$ cat src/rtl/uart_pkg.sv
`timescale 1ns/1ps
// Shared definitions for the CoreUART receive path: state encoding and
// oversampling constants.
package uart_pkg;

  typedef enum logic [2:0] {
    rx_idle,
    rx_start,
    rx_data,
    rx_parity,
    rx_stop
  } rx_state_t;

  localparam int OVERSAMPLE = 16;
  localparam int MID_SAMPLE = 8;

  localparam logic [3:0] LAST_TICK = 4'(OVERSAMPLE - 1);
  localparam logic [3:0] MID_TICK  = 4'(MID_SAMPLE - 1);

  // Index of the final data bit for the selected character width.
  function automatic logic [2:0] last_bit_idx(input logic bit8);
    return bit8 ? 3'd7 : 3'd6;
  endfunction

endpackage

$ cat src/rtl/uart_rx_sync.sv
`timescale 1ns/1ps
// Two-flop synchronizer for the asynchronous serial input; resets to the
// idle (high) line level so a reset never looks like a start bit.
module uart_rx_sync (
  input  logic clk,
  input  logic reset_n,
  input  logic i_async,
  output logic o_sync
);

  logic r_meta;
  logic r_sync;

  // NOTE: sequential state uses non-blocking assignments so every flop
  // samples the pre-edge value of its neighbours, regardless of statement order.
  always_ff @(posedge clk or negedge reset_n) begin
    if (!reset_n) begin
      r_meta <= 1'b1;
      r_sync <= 1'b1;
    end else begin
      r_meta <= i_async;
      r_sync <= r_meta;
    end
  end

  assign o_sync = r_sync;

endmodule

$ cat src/rtl/uart_rx_async.sv
`timescale 1ns/1ps
// 16x-oversampling UART receiver with holding-register or FIFO-strobe
// delivery, sticky status flags, and the 1x transmit pacing pulse.
module uart_rx_async
  import uart_pkg::*;
#(
  parameter bit RX_FIFO = 1'b0
) (
  input  logic       clk,
  input  logic       reset_n,
  input  logic       baud_clock,
  input  logic       rx,
  input  logic       bit8,
  input  logic       parity_en,
  input  logic       odd_n_even,
  input  logic       read_rx_byte,
  input  logic       fifo_full,
  output logic [7:0] rx_byte,
  output logic       rxrdy,
  output logic       fifo_write,
  output logic       parity_err,
  output logic       framing_err,
  output logic       overflow,
  output logic       xmit_pulse
);

  logic       w_rx_s;
  rx_state_t  r_state;
  rx_state_t  w_state_nxt;
  logic [3:0] r_sample_cnt;
  logic [2:0] r_bit_cnt;
  logic [7:0] r_shift;
  logic       r_par_err_pend;
  logic       r_done;
  logic       r_stop_bit;
  logic [3:0] r_baud_cnt;
  logic       r_xmit_pulse;

  logic [7:0] r_rx_byte;
  logic       r_rxrdy;
  logic       r_fifo_write_n;
  logic       r_parity_err;
  logic       r_framing_err;
  logic       r_overflow;

  logic       w_tick_end;
  logic       w_start_det;
  logic       w_data_sample;
  logic       w_par_sample;
  logic       w_stop_sample;
  logic       w_ovf_set;

  uart_rx_sync u_sync (
    .clk     (clk),
    .reset_n (reset_n),
    .i_async (rx),
    .o_sync  (w_rx_s)
  );

  // The start state only needs half a bit to reach mid-start; every other
  // state samples once per full bit period.
  assign w_tick_end = (r_state == rx_start) ? (r_sample_cnt == MID_TICK)
                                            : (r_sample_cnt == LAST_TICK);

  always_ff @(posedge clk or negedge reset_n) begin
    if (!reset_n) r_state <= rx_idle;
    else          r_state <= w_state_nxt;
  end

  // NOTE: every signal driven here gets a default first, so no path through
  // the case statement can leave one unassigned and infer a latch.
  always_comb begin
    w_state_nxt   = r_state;
    w_start_det   = 1'b0;
    w_data_sample = 1'b0;
    w_par_sample  = 1'b0;
    w_stop_sample = 1'b0;
    if (baud_clock) begin
      case (r_state)
        rx_idle: begin
          if (!w_rx_s) begin
            w_state_nxt = rx_start;
            w_start_det = 1'b1;
          end
        end
        rx_start: begin
          if (w_tick_end) w_state_nxt = w_rx_s ? rx_idle : rx_data;
        end
        rx_data: begin
          if (w_tick_end) begin
            w_data_sample = 1'b1;
            if (r_bit_cnt == last_bit_idx(bit8))
              w_state_nxt = parity_en ? rx_parity : rx_stop;
          end
        end
        rx_parity: begin
          if (w_tick_end) begin
            w_par_sample = 1'b1;
            w_state_nxt  = rx_stop;
          end
        end
        rx_stop: begin
          if (w_tick_end) begin
            w_stop_sample = 1'b1;
            w_state_nxt   = rx_idle;
          end
        end
        default: w_state_nxt = rx_idle;
      endcase
    end
  end

  always_ff @(posedge clk or negedge reset_n) begin
    if (!reset_n) begin
      r_sample_cnt <= 4'd0;
    end else if (baud_clock) begin
      if (r_state == rx_idle || w_tick_end) r_sample_cnt <= 4'd0;
      else                                  r_sample_cnt <= r_sample_cnt + 4'd1;
    end
  end

  // Character assembly; the shift register is cleared per character so the
  // unused MSB reads 0 in 7-bit mode and drops out of the parity XOR.
  always_ff @(posedge clk or negedge reset_n) begin
    if (!reset_n) begin
      r_shift        <= 8'h00;
      r_bit_cnt      <= 3'd0;
      r_par_err_pend <= 1'b0;
      r_done         <= 1'b0;
      r_stop_bit     <= 1'b1;
    end else begin
      if (w_start_det) begin
        r_shift        <= 8'h00;
        r_bit_cnt      <= 3'd0;
        r_par_err_pend <= 1'b0;
      end
      if (w_data_sample) begin
        r_shift[r_bit_cnt] <= w_rx_s;
        r_bit_cnt          <= r_bit_cnt + 3'd1;
      end
      if (w_par_sample) r_par_err_pend <= w_rx_s ^ (^r_shift) ^ odd_n_even;
      if (w_stop_sample) r_stop_bit <= w_rx_s;
      r_done <= w_stop_sample;
    end
  end

  // Holding mode overruns when an unread character is replaced; FIFO mode
  // overruns when the FIFO cannot take the character.
  assign w_ovf_set = r_done && (RX_FIFO ? fifo_full : (r_rxrdy && !read_rx_byte));

  always_ff @(posedge clk or negedge reset_n) begin
    if (!reset_n) begin
      r_rx_byte      <= 8'h00;
      r_rxrdy        <= 1'b0;
      r_fifo_write_n <= 1'b1;
      r_parity_err   <= 1'b0;
      r_framing_err  <= 1'b0;
      r_overflow     <= 1'b0;
    end else begin
      if (r_done) r_rx_byte <= r_shift;

      if (RX_FIFO)           r_rxrdy <= 1'b0;
      else if (r_done)       r_rxrdy <= 1'b1;
      else if (read_rx_byte) r_rxrdy <= 1'b0;

      r_fifo_write_n <= !(RX_FIFO && r_done && !fifo_full);

      if (r_done && r_par_err_pend) r_parity_err <= 1'b1;
      else if (read_rx_byte)        r_parity_err <= 1'b0;

      if (r_done && !r_stop_bit) r_framing_err <= 1'b1;
      else if (read_rx_byte)     r_framing_err <= 1'b0;

      if (w_ovf_set)         r_overflow <= 1'b1;
      else if (read_rx_byte) r_overflow <= 1'b0;
    end
  end

  always_ff @(posedge clk or negedge reset_n) begin
    if (!reset_n) begin
      r_baud_cnt   <= 4'd0;
      r_xmit_pulse <= 1'b0;
    end else begin
      if (baud_clock) r_baud_cnt <= r_baud_cnt + 4'd1;
      r_xmit_pulse <= baud_clock && (r_baud_cnt == LAST_TICK);
    end
  end

  assign rx_byte     = r_rx_byte;
  assign rxrdy       = r_rxrdy;
  assign fifo_write  = r_fifo_write_n;
  assign parity_err  = r_parity_err;
  assign framing_err = r_framing_err;
  assign overflow    = r_overflow;
  assign xmit_pulse  = r_xmit_pulse;

endmodule

$ cat config.mk
export PLATFORM = sky130hd
export DESIGN_NAME = uart_rx_async
export DESIGN_NICKNAME = d
export VERILOG_FILES = /design/src/rtl/uart_pkg.sv /design/src/rtl/uart_rx_sync.sv /design/src/rtl/uart_rx_async.sv
export SDC_FILE = /design/constraint.sdc
export NUM_CORES = 1
export LEC_CHECK = 0
export CORE_MARGIN = 1
export CORE_UTILIZATION = 49
export CTS_CLUSTER_DIAMETER = 80
export CTS_CLUSTER_SIZE = 40
export DETAILED_ROUTE_END_ITERATION = 10
export PLACE_DENSITY = 0.79
export SLEW_MARGIN = 20
export SYNTH_ARGS = -nofsm -noshare
export SYNTH_HDL_FRONTEND = slang
export SYNTH_SLANG_ARGS = --single-unit
$ cat constraint.sdc
create_clock -name clk -period 1.7 [get_ports clk]
set_clock_uncertainty 0.1 [all_clocks]
set_input_delay 0.51 -clock clk [delete_from_list [all_inputs] [get_ports clk]]
set_output_delay 0.51 -clock clk [all_outputs]
set_load 0.05 [all_outputs]
==> impl_results.md <==
* Status: finished, violations left
* Failing checks: setup timing
* Sequential Power Share at 0.393
* Placer Congestion at 0.831
* Max-slew violations at 0
* Detailed-route DRC error count at 0
* Crit path capture type: flip-flop
* Seq. cell area at 1010 µm²
* Post-synthesis xor/xnor area fraction at 0.0631
* Setup TNS Final at -0.768 ns
* Multi-input gate area at 1010 µm²
* Cts-stage hold buffer count at 0
* R2r worst-path depth at 6
* Wirelength per Cell at 18.2 µm
* Combinational group share of total power at 0.385
* Port buffer count at 20
* Compound-Gate Fraction of Synth Area at 0.122
* Max_cap viols at 0
* FF+latch count, synth at 40
* Post-synthesis net count at 185
* I/O pins at 23
* Synthesized-area fraction occupied by adder cells at 0.0193
* CTS HTree Levels at 2
* Avg Inst Size Synth at 11.2 µm²
* Mux cell area share after synthesis at 0.0947
* Vias per inst at 5.73
* CP startpoint kind: flip-flop
* DRT Wirelength at 4940 µm
* Net switching power at 1.21 mW
* Number of synthesized flops with an enable pin at 0
* GRT busiest layer: met2
* Ys flop type: dfrtp_1
* Seq/Total Area, Yosys at 0.517
* Via count at 1558
* Grt ovf at 0
* Reg-to-reg endpoint: r_stop_bit
* Initial Util at 0.519
* Largest family of logic cells by synthesized area: simple AND/OR/NAND/NOR gates
* First-pass GRT wire length at 7930 µm
* Sw Share at 0.351
* Final Core Density at 0.756
* Path type of the worst setup path: reg2reg
* Arr. time, crit path at 1.95 ns
* Max FO, Critical Path at 4
* GRT met2 Usage at 0.439
* Met3 Use GR at 0.0634
* Final setup fails at 11
* Initial antenna violation count at 0
* Root Driver: clkbuf_8
* Clock Latency Late Sink at 0.30 ns
* R2r setup slk at -0.13 ns
* Fraction of layout instances using a drive strength above 1 at 0.442
* Crit path setup slack, layout at -0.130 ns
* Core footprint at 3740 µm²
* Starting DRT DRC Count at 47
* WP data required at 1.81 ns
* Tot GR Track Use at 0.254
* Fin. Hold Viols at 0
* Synth async-reset ratio at 1.00
* Worst path max stage delay at 0.41 ns
* Pleak at 1.28 nW
* Slowest-stage cell, CP: dfrtp_1
* Ys Warns at 0
* Post-synthesis cell type count at 45
* Post-route ant nets at 0
* HP Class: in2async
* Period minus WS final at 1.83 ns
* CTS max path bufs at 2
* Place WS at -0.625 ns
* Worst reg2reg path startpoint: r_sample_cnt[0]
* Post-DP HPWL at 3130 µm
* N_diodes at 0
* Hold WS at 0.0466 ns
* Tcrit/Tclk final at 1.08
* Total Nets Final at 235
* Pwr/cell area at 1220 nW/µm²
* Clock Sinks at 40
* CTS tree: built
* RSZ-0062 raised after global routing: true
* Number of global-route vias before repair at 1664
* Die Span Y at 65.0 µm
* First-pass detailed-route iteration total at 4
* Critical path cell sequence: ha_4 > nand3_4 > buf_6 > nor4_1 > buf_4 > mux2i_1
* Most frequent cells in the layout: 36 x dfrtp_1, 31 x buf_4, 16 x nand2_1
* Layout Area Growth over Synthesis at 45.6%
* Die outline width at 65.0 µm
* Worst-path clk slew at 0.08 ns
* Cell count after synthesis at 173
* Max_slew headroom at 0.672
* Num CTS Buffers at 5
* Clock power frac at 0.222
* Fillers at 223
* F_max at 546 MHz
* Least-Margin Pin Slew at 0.487 ns
* Int Power at 2.25 mW
* Core Rows at 22
* Maximum number of pins on one net before global-route repair at 25
* Commonest non-fill, non-tap cell in the layout: dfrtp_1
* Netlist Area Pre-Place at 1940 µm²
* GR Util met1 at 0.285
* Die area at 4220 µm²
* VDD IR max at 0.639 mV
* Post-Synth Simple-Gate Area at 0.133
[per-stage QoR]
step	instances	power [mW]	cell area [µm²]
2_1_floorplan	173	2.02	1960
3_3_place_gp	257	2.33	2510
3_5_place_dp	257	2.44	2510
4_1_cts	270	3.34	2740
5_1_grt	272	3.64	2830
6_report	272	3.46	2830
[worst max-delay path, delay by kind of cell, from the launching register on]
| family | cells | cell delay [ns] |
|---|---|---|
| fa+ha+maj | 1 | 0.18 |
| buf+inv | 2 | 0.37 |
| flops | 1 | 0.41 |
| mux | 1 | 0.20 |
| simple gates | 2 | 0.48 |
[sequential cells by signal, indices dropped and copies added (netlist names), 3 cells and up]
name          count
r_state           3
r_sample_cnt      4
r_shift           8
r_bit_cnt         3
rx_byte           8
r_baud_cnt        4
[timing repair]
item,in CTS,in global routing
buffers inserted,5,2
resized for setup,18,19
pin swaps,12,7
setup endpoints to repair,16,16
[worst max path at each step]
stage | to | depth (start not counted) | from | slack [ns]
2_1_floorplan | r_shift[6] | 6 | r_sample_cnt[0] | -0.03
3_3_place_gp | r_bit_cnt[2] | 6 | baud_clock | -0.54
3_5_place_dp | r_shift[0] | 5 | baud_clock | -0.63
4_1_cts | r_sample_cnt[3] | 7 | r_sample_cnt[1] | -0.07
5_1_grt | r_stop_bit | 6 | r_sample_cnt[0] | -0.16
6_report | r_stop_bit | 6 | r_sample_cnt[0] | -0.13
[Yosys cell counts, drive strengths merged, types with 2 or more instances]
master  count  area, µm²
buf         9       53.8
o311ai      3       33.8
nor3        3       15.0
dfrtp      37        926
nor4        2       18.8
xor2        2       17.5
nand3b      2       15.0
nand2      19       71.3
o31a        2       17.5
mux2       11        124
a31oi       4       25.0
ha          3       37.5
mux2i       6       60.1
o21ai       8       40.0
o31ai       2       15.0
xnor2      12        105
nor3b       2       15.0
clkbuf      3       12.5
a22o        2       17.5
inv         8       30.0
nor2        7       33.8
a21o        2       15.0
o41ai       3       26.3
nand3       5       30.0
dfstp       3       78.8
nand2b      2       27.5
[power groups by stage]
stage	clock network [mW]	logic (mW)	registers, mW
after detailed placement	0	1.10	1.34
after floorplan	0	0.705	1.32
after global routing	0.825	1.44	1.37
final	0.768	1.33	1.36
after CTS	0.776	1.22	1.34
after global placement	0	1.01	1.32
[cell type report]
type / instances / area share
Clock buffer: 6 / 0.0257
Inverter: 8 / 0.0106
Clock inverter: 2 / 0.0124
Timing Repair Buffer: 55 / 0.218
Multi-Input combinational cell: 113 / 0.356
Sequential cell: 40 / 0.356
Tap cell: 48 / 0.0212
[cell families (layout without fill, tap and decap cells)]
logic type | count (synthesis) | count (layout)
xor gates and xnor gates | 14 | 14
adders and majority gates | 3 | 3
and+or+nand+nor | 46 | 46
other | 1 | 1
AOI/OAI and AO/OA | 32 | 32
DFF | 40 | 40
muxes | 17 | 17
buffers and inverters | 20 | 71
[layer usage]
layer | vias up | routed length (µm)
li1 | 709 | -
met1 | 783 | 2020
met2 | 49 | 2580
met3 | 17 | 176
met4 | 0 | 161
met5 | - | 0
Note: power is estimated with default switching activity, not from simulation.
==> RTL change: new RTL, same flow settings <==
Add an input register stage for `rx`, without a reset; this delays it by one clock. The other inputs are not delayed to match.
--- a/src/rtl/uart_rx_async.sv
+++ b/src/rtl/uart_rx_async.sv
@@ -24,6 +24,12 @@
   output logic       xmit_pulse
 );
 
+  logic rx_q;
+
+  always_ff @(posedge clk) begin
+    rx_q <= rx;
+  end
+
   logic       w_rx_s;
   rx_state_t  r_state;
   rx_state_t  w_state_nxt;
@@ -53,7 +59,7 @@
   uart_rx_sync u_sync (
     .clk     (clk),
     .reset_n (reset_n),
-    .i_async (rx),
+    .i_async (rx_q),
     .o_sync  (w_rx_s)
   );
 
Formal check against the unedited RTL: same outputs for any inputs over 10 cycles, from zero or initial values and one cycle with reset_n low; that may be too few to reach the edited logic, so the function may still have changed.
==> RTL change against the unedited design <==
  * The run still ends with negative setup slack left
  * Wire length is 4.6% higher
  * Final area is 0.40% lower
  * Worst setup slack better by 2.8 ps
  * Synthesized area up 1.0%
  * Global-route usage fell by 0.56 points
  * Critical endpoint is now r_sample_cnt[3]
  * Cell count stayed put
  * Sequential cell count grew 1
  * Highest routed layer unchanged
  * Total power is 3.7% higher
==> RTL change: results <==
{
  "status": "finished with violations",
  "violations": "negative setup slack",
  "rr_worst_depth": 7,
  "max_stage_delay_ps": 520,
  "slowest_stage": "or4b_4",
  "finalWirelength_um": 5170,
  "drt_iter0_markers": 65,
  "worst_slack_ps": -127,
  "final_cell_count_no_fill": 272,
  "final_cell_area_um2": 2820,
  "diodes": 0,
  "gp_congestion": 0.852,
  "numCtsBuffers": 5,
  "hold_path_class": "in -> async",
  "grt_first_pass_wirelength_um": 7800,
  "grt_max_degree": 18,
  "synthTopCellsByCount": "37 x dfrtp_1, 19 x nand2_1, 12 x xnor2_1",
  "syn_inst": 174,
  "drv_cap": 0,
  "dp_hpwl_um": 3180,
  "ys_top_cells_by_area": "dfrtp_1 47%, mux2_2 6.3%, xnor2_1 5.4%",
  "reg2reg_to": "r_sample_cnt[3]",
  "drive_gt1_share_pct": 42.4,
  "peakVddDrop_v": 0.000665,
  "syn_nets": 186,
  "slew-limit-headroom_pct": 66.6,
  "p_leak_nw": 1.29,
  "reg2reg_from": "r_sample_cnt[0]",
  "async_flop_share_pct": 97.6,
  "io_buffers": 20,
  "setup_viol": 13,
  "yosysSeqAreaShare_pct": 52.2,
  "yosysWarnings": 0,
  "synth.distinct_cells": 46,
  "groute.usage.overall_pct": 24.8,
  "via_count": 1570,
  "fillers": 223,
  "dpl-instance-area_um2": 2500,
  "path_delay_family": "simple AND/OR/NAND/NOR gates"
}
## RTL change: changes by cell type in the layout (fill, tap and decap cells not counted), sizes merged
cell	change
dfxtp	+1
buf	-1
clkinv	-1
clkbuf	+1
## RTL change: layout make-up
type / count / area [um2] / share of cell area (%)
Clock buffer: 7 / 86.3 / 3.06
Clock inverter: 1 / 30.0 / 1.07
Inverter: 8 / 30.0 / 1.07
Multi-Input combinational cell: 113 / 998 / 35.4
Sequential cell: 41 / 1020 / 36.4
Tap cell: 48 / 60.1 / 2.13
Timing Repair Buffer: 54 / 588 / 20.9
## RTL change: stage by stage
step           util (%)  power (mW)  setup TNS (ps)  worst slack, ps  hold WS, ps
3_5_place_dp       66.8        2.46           -8220             -642          193
2_1_floorplan         -        2.05            -123            -30.4          114
5_1_grt            75.3        3.77           -2000             -212         18.8
6_report           75.3        3.59            -811             -127         3.27
4_1_cts            72.4        3.37            -193            -78.0         12.0
3_3_place_gp       66.8        2.36           -7220             -535          187
## RTL change: repair_timing
action,in CTS,in global routing
hold endpoints to repair,0,0
hold buffers,0,0
resized for setup,22,15
buffers inserted,3,4
setup endpoints to repair,16,17
pin swaps,11,8
## RTL change: cells by family after synthesis
kind of cell             Yosys count  synth area share, %
XOR/XNOR                          14                 6.25
multiplexers                      17                 9.37
AO/OA/AOI/OAI                     32                 12.0
adder cells (fa/ha/maj)            3                 1.91
other                              1                0.191
AND/OR/NAND/NOR                   46                 13.1
buffers and inverters             20                 4.91
flip-flops                        41                 52.2
## RTL change: per-layer routing
layer | up-vias | GRT usage (%) | wire length, um
met5 | - | 0 | 0
met4 | 0 | 12.2 | 138
met3 | 13 | 4.34 | 283
met2 | 69 | 41.8 | 2660
met1 | 779 | 30.5 | 2090
li1 | 709 | - | -
## RTL change: worst max path at each step
stage / from / cells past startpoint / to / slack (ps)
2_1_floorplan: r_sample_cnt[0] / 6 / r_shift[6] / -30
3_3_place_gp: baud_clock / 6 / r_bit_cnt[2] / -540
3_5_place_dp: baud_clock / 6 / r_bit_cnt[2] / -640
4_1_cts: r_sample_cnt[0] / 6 / r_sample_cnt[3] / -80
5_1_grt: r_sample_cnt[0] / 6 / r_shift[3] / -210
6_report: r_sample_cnt[0] / 7 / r_sample_cnt[3] / -130
## RTL change: where the power goes
group	switching, mW	internal, mW	total (mW)
Sequential	0.221	1.17	1.39
Clock	0.340	0.479	0.818
Combinational	0.709	0.674	1.38
Total	1.27	2.32	3.59
